`config.mk`:
```
export PLATFORM = sky130hd
export DESIGN_NAME = window_sum_valid_pipe
export DESIGN_NICKNAME = d
export VERILOG_FILES = /design/src/rtl/window_sum_valid_pipe.sv
export SDC_FILE = /design/constraint.sdc
export NUM_CORES = 1
export LEC_CHECK = 0
export ABC_AREA = 1
export CORE_MARGIN = 4
export CORE_UTILIZATION = 48
export DETAILED_ROUTE_END_ITERATION = 16
export PLACE_DENSITY = 0.68
export SYNTH_ARGS = -nofsm -noshare
export SYNTH_HDL_FRONTEND = slang
export SYNTH_SLANG_ARGS = --single-unit
```
`constraint.sdc`:
```
create_clock -name clock -period 16.55 [get_ports clock]
set_clock_uncertainty 0.2 [all_clocks]
set_input_delay 2.4825 -clock clock [delete_from_list [all_inputs] [get_ports clock]]
set_output_delay 2.4825 -clock clock [all_outputs]
set_load 0.05 [all_outputs]
```
`src/rtl/window_sum_valid_pipe.sv`:
```
// rtl/window_sum_valid_pipe.sv - pipelined window adder tree with frame-position valid tagging
module window_sum_valid_pipe #(
   parameter int winRow   = 3,
   parameter int winCol   = 3,
   parameter int imCol    = 640,
   parameter int imRow    = 480,
   parameter int bitwidth = 8,
   localparam int N  = winRow * winCol,
   localparam int SW = bitwidth + $clog2(N),
   localparam int L  = $clog2(N)
) (
   input  logic                  clock,
   input  logic                  reset,
   input  logic                  enable,
   input  logic                  frameStart,
   input  logic [N*bitwidth-1:0] windowIn,
   output logic [SW-1:0]         sumOut,
   output logic                  sumValid,
   output logic                  frameDone
);

   // Operand count of tree level l and its offset in the flattened tree storage.
   function automatic int lvl_cnt(input int l);
      return (N + (1 << l) - 1) >> l;
   endfunction

   function automatic int lvl_off(input int l);
      int o;
      o = 0;
      for (int k = 0; k < l; k++) o += lvl_cnt(k);
      return o;
   endfunction

   localparam int TOT = lvl_off(L + 1);
   localparam int CW  = $clog2(imCol + 1);
   localparam int RW  = $clog2(imRow + 1);

   typedef enum logic [1:0] {IDLE, FILL, ACTIVE, DONE} state_t;

   state_t          state;
   logic [CW-1:0]   col;
   logic [CW-1:0]   fill_cnt;
   logic [RW-1:0]   row;
   logic [L-1:0]    vld;
   logic [L-1:0]    lst;
   logic [SW-1:0]   tree [TOT];
   logic            tag_vld;
   logic            tag_lst;

   always_comb begin
      tag_vld = 1'b0;
      tag_lst = 1'b0;
      if (state == ACTIVE) begin
         tag_vld = (row >= RW'(winRow - 1)) && (col >= CW'(winCol - 1));
         tag_lst = (row == RW'(imRow - 1)) && (col == CW'(imCol - 1));
      end
   end

   assign sumOut = tree[TOT-1];

   always_ff @(posedge clock) begin
      if (reset) begin
         state     <= IDLE;
         col       <= '0;
         row       <= '0;
         fill_cnt  <= '0;
         vld       <= '0;
         lst       <= '0;
         sumValid  <= 1'b0;
         frameDone <= 1'b0;
         for (int i = 0; i < TOT; i++) tree[i] <= '0;
      end else if (!enable) begin
         sumValid  <= 1'b0;
         frameDone <= 1'b0;
      end else begin
         for (int k = 0; k < N; k++)
            tree[k] <= SW'(windowIn[k*bitwidth +: bitwidth]);
         // Odd trailing operand of a level passes straight through to the next.
         for (int l = 1; l <= L; l++) begin
            for (int i = 0; i < lvl_cnt(l); i++) begin
               if (2*i + 1 < lvl_cnt(l-1))
                  tree[lvl_off(l) + i] <= tree[lvl_off(l-1) + 2*i] + tree[lvl_off(l-1) + 2*i + 1];
               else
                  tree[lvl_off(l) + i] <= tree[lvl_off(l-1) + 2*i];
            end
         end

         if (frameStart) begin
            vld       <= '0;
            lst       <= '0;
            sumValid  <= 1'b0;
            frameDone <= 1'b0;
            fill_cnt  <= CW'(1);
            row       <= '0;
            col       <= '0;
            state     <= (imCol == 1) ? ACTIVE : FILL;
         end else begin
            vld       <= (vld << 1) | L'(tag_vld);
            lst       <= (lst << 1) | L'(tag_lst);
            sumValid  <= vld[L-1];
            frameDone <= vld[L-1] & lst[L-1];
            case (state)
               FILL: begin
                  if (fill_cnt == CW'(imCol - 1)) begin
                     state <= ACTIVE;
                     row   <= '0;
                     col   <= '0;
                  end else begin
                     fill_cnt <= fill_cnt + CW'(1);
                  end
               end
               ACTIVE: begin
                  if (tag_lst) state <= DONE;
                  if (col == CW'(imCol - 1)) begin
                     col <= '0;
                     row <= row + RW'(1);
                  end else begin
                     col <= col + CW'(1);
                  end
               end
               default: ;
            endcase
         end
      end
   end

endmodule

```
Word-level counts from Yosys, hierarchy flattened. Memory sizes are Yosys's and may differ from the RTL's. Index checks and enable logic that the tools add are counted.

Flip-flop bits (word level): 41. Bits in writable memories: 240. Input bits: 76. Output and inout bits: 14. Word-level logic and storage cells: 108. Memories: 1.

$add $sub $neg: 11. Order comparisons: 2. Eq/ne operators: 9. Muxes and demuxes: 44. Bitwise operators: 24. Reduce and logical (&&, ||, !) cells: 9.

Memory list: tree (words 20, bits a word 12, read ports 20, clocked after Yosys merged registers in 0, wr ports 20, RTL line 46) `logic [SW-1:0] tree [TOT];`.

Operators by type and width (count): $mux W12 (20); $add A12 B12 Y12 (8); $mux W10 (6); $mux W9 (3); $add A10 B1 Y10 const B (2); $eq A10 B10 Y1 const B (2); $or A1 B1 Y1 (20); $pmux W10 S2 (1); $pmux W9 S2 (1); $ge A10 B2 Y1 const B (1); $add A9 B1 Y9 const B (1); $eq A9 B9 Y1 const B (1); $ge A9 B2 Y1 const B (1); $mux W4 (2); $or A4 B1 Y4 (2); $reduce_and A4 Y1 (2); $mux W1 (7); $mux W2 (3); $ne A3 B3 Y1 const B (2); $reduce_and A3 Y1 (2); $pmux W2 S2 (1); $ne A3 B2 Y1 const B (1); $reduce_bool A3 Y1 (1); $reduce_or A3 Y1 (1); 7 further kinds (8).

Longest topological paths before layout.
Depth after elaboration: 6. Mapped depth: 11. Depth with buffers taken out: 11.

Worst setup path before layout. OpenSTA, ideal clock, no wires.

Path kind: in2reg. Start point: input reset. End point: memory tree[0][0] (netlist bit) (enable). Setup time: 1.454 ns. Data arrival time: 5.726 ns. Data required time: 14.896 ns. Slack: 9.169 ns. Stages on the path: 3. Buffers on the path: 1. Path through: buf_2 > inv_1 > nand2_1.

RTL lines: start, declared (RTL line 13) `input logic reset,`; end, declared (RTL line 46).

==> flow_metrics.tcl <==
set metrics [dict create \
    setup_viol 0 \
    rsz0062_at_grt "false" \
    dr.max_layer_used "met4" \
    die_h_um 164 \
    synth_edf_count 175 \
    cp.arrival_ns 5.55 \
    clock_sink_count 216 \
    io_buffers 89 \
    drtIter0Drc 633 \
    cts_tree "built" \
    vias 8554 \
    maxCapViolations 0 \
    r2r_cells 7 \
    clk_pin_slew_ns 0.06 \
    total_leakage_power_nw 6.12 \
    ys_ff_latch 216 \
    gr-total-overflow 0 \
    wl_met3_um 1010 \
    viasPerCell 4.93 \
    grt_max_degree 93 \
    crit_path_start_kind "input pin" \
    postCtsSetupBuffers 0 \
    firstDrtPassIters 5 \
    synth_top_area_share_pct 44.8 \
    route.detailed.drc 0 \
    setup_ws_ns 10.92 \
    root_buffer "clkbuf_16" \
    antenna_found_initial 0 \
    grt_pass1_wl_um 37300 \
    die_x_um 164 \
    die_area_um2 27000 \
    coreArea_um2 23800 \
    ant_nets 0 \
    outcome "finished, final reports clean" \
    worst-path-max-fanout 92 \
    drive_gt1_share_pct 4.45 \
    routabilityCongestion 0.929 \
    power.density_nw_per_um2 99.5 \
    cts_buffers 25 \
    post_cts_resized 0 \
    async_flop_share_pct 0 \
    grtUsageTotal_pct 16.4 \
    grt_pass1_vias 8150 \
    worst_pin_slew_ns 1.09 \
    synthesis.area_um2 11700 \
    syn_inst 1317 \
    ioPinCount 90 \
    area.growth.synth_to_final_pct 15.7 \
    synthFlopType "edfxtp_1" \
    slew_headroom_pct 27.1 \
    cts_max_level 1 \
    wl_per_cell_um 12.5 \
    synth_cell_type_count 40 \
    clk_latency_ns 0.51 \
    drt-met1-wl_um 10000 \
    max-vdd-ir-drop_v 0.0000664 \
    fillers 2101 \
    hold_buffers 0 \
    met2WireLength_um 10300 \
    tns_ns 0 \
    hold_depth 2 \
    yosys-top-cells-area "edfxtp_1 (45%), ha_1 (7.8%), inv_1 (7.2%), dfxtp_1 (7.0%), nor2_1 (6.9%)" \
    fmax_mhz 178 \
    clock_path_buffers 3 \
    critPathRequiredTime_ns 16.47 \
    start_util_pct 49.4 \
    worstSetupEndpointType "flop" \
    finalCriticalPeriod_ns 5.63 \
    rows 56 \
    synth-seq-area-share_pct 51.8 \
    yosys_warnings 0 \
    slew_violations 0 \
    syn_nets 1474 \
    nets 1557 \
    hold_class "reg -> reg" \
    finalCritPeriodShare_pct 34.0 \
    crit_type "in -> reg" \
    dp_hpwl_um 15000 \
    place_ws_ns 10.38 \
    n_antenna_cell 0 \
    avgSynthCellArea_um2 8.90 \
    hold_viol 0 \
    wl_um 21700 \
    synth_top_area_cell "edfxtp_1" \
]
==> sequential cells by signal, indices dropped and copies added, names as in the netlist <==
register	flops
lst	4
tree	175
vld	4
col	10
frameDone	1
row	9
sumValid	1
fill_cnt	10
state	2
==> worst max-delay path, cell delays in order <==
cell and delay, ns:
clkdlybuf4s50_1 0.46, buf_4 0.29, inv_1 0.07, buf_4 0.24
nand2_4 0.10, buf_4 0.80, buf_4 0.96
==> final cells by class <==
type	count	area [um^2]	area share, %
inverters	232	872	6.43
flip-flops and latches	216	6080	44.8
multi-input cells	830	4560	33.6
clock inverters	12	78.8	0.581
clock buffers	30	644	4.75
repair buffers	95	936	6.90
well taps	319	399	2.94
==> layout by cell type, fill, tap and decap left out, types with 3 or more instances in the layout <==
cell type          n
nand3b_1           7
a21o_1             9
xor2_1             3
clkbuf_1           5
inv_1            226
clkdlybuf4s50_1   89
o211ai_1           4
o21ai_0           59
a21oi_1          108
inv_2              5
nor4_1             5
edfxtp_1         175
nand2_1          187
nor2_4             3
clkbuf_16         25
nor2_1           217
a31oi_1           10
nor2_2             4
fa_1               8
nand2_2            3
clkinv_1           5
buf_4              6
nor3_1            10
dfxtp_1           41
nand4_1           26
nand2_4            5
ha_1              73
o21bai_1           4
nand3_1           68
clkinv_2           7
==> power breakdown <==
part | switching, W | total (W) | internal, W
registers | 0.0000165 | 0.000649 | 0.000633
logic | 0.000128 | 0.000204 | 0.0000757
clock network | 0.000207 | 0.000497 | 0.000289
total | 0.000352 | 0.00135 | 0.000998
==> final timing paths <==
check        slack, ns         start      endpoint
min               0.25        lst[3]     frameDone
max              10.92         reset  tree[0][161]
max reg2reg      14.30  tree[0][168]  tree[0][212]
min reg2reg       0.25        lst[3]     frameDone
==> cell usage after synthesis, types with 2 or more instances <==
cell / count
buf_6: 2
nand3_4: 2
o211ai_1: 4
o21ai_0: 59
nor2_4: 3
nor2_2: 4
a21oi_1: 108
buf_2: 14
a21o_1: 9
o21bai_1: 4
nand2_1: 188
inv_1: 226
o21ai_1: 2
a31oi_1: 10
fa_1: 8
edfxtp_1: 175
buf_1: 2
nand4_1: 26
nand3b_1: 7
clkbuf_1: 8
o21a_1: 2
nand2_2: 3
o31ai_1: 2
nand3_1: 68
dfxtp_1: 41
xor2_1: 3
inv_2: 6
nor3_1: 10
nor2_1: 217
nor4_1: 5
ha_1: 73
nand2_4: 4
xnor2_1: 2
buf_4: 13
o32ai_1: 2
==> layer usage <==
metal | vias up | GRT usage [%]
met2 | 169 | 27.9
met3 | 39 | 2.33
met1 | 3840 | 22.0
met5 | - | 0
li1 | 4506 | -
met4 | 0 | 4.65
==> through the flow <==
stage / instances / hold WS [ns] / power [W] / utilization (%) / instance area (um^2)
finish: 1734 / 0.247 / 0.00135 / 57.1 / 13600
global route: 1734 / 0.267 / 0.00142 / 57.1 / 13600
CTS: 1734 / 0.254 / 0.00137 / 57.1 / 13600
detailed placement: 1692 / 0.245 / 0.000864 / 54.1 / 12800
global placement: 1692 / 0.248 / 0.000861 / 54.1 / 12800
floorplan: 1317 / 0.218 / 0.000810 / - / 11700
==> cells by family (layout without fill, tap and decap cells) <==
group | Yosys count | in the layout | synth area share, %
buffers and inverters | 271 | 369 | 9.37
adders and majority gates | 81 | 81 | 9.15
and+or+nand+nor | 541 | 541 | 20.0
xor gates and xnor gates | 5 | 5 | 0.373
DFF | 216 | 216 | 51.8
AOI/OAI and AO/OA | 203 | 203 | 9.30
(Power assumes the default switching activity.)
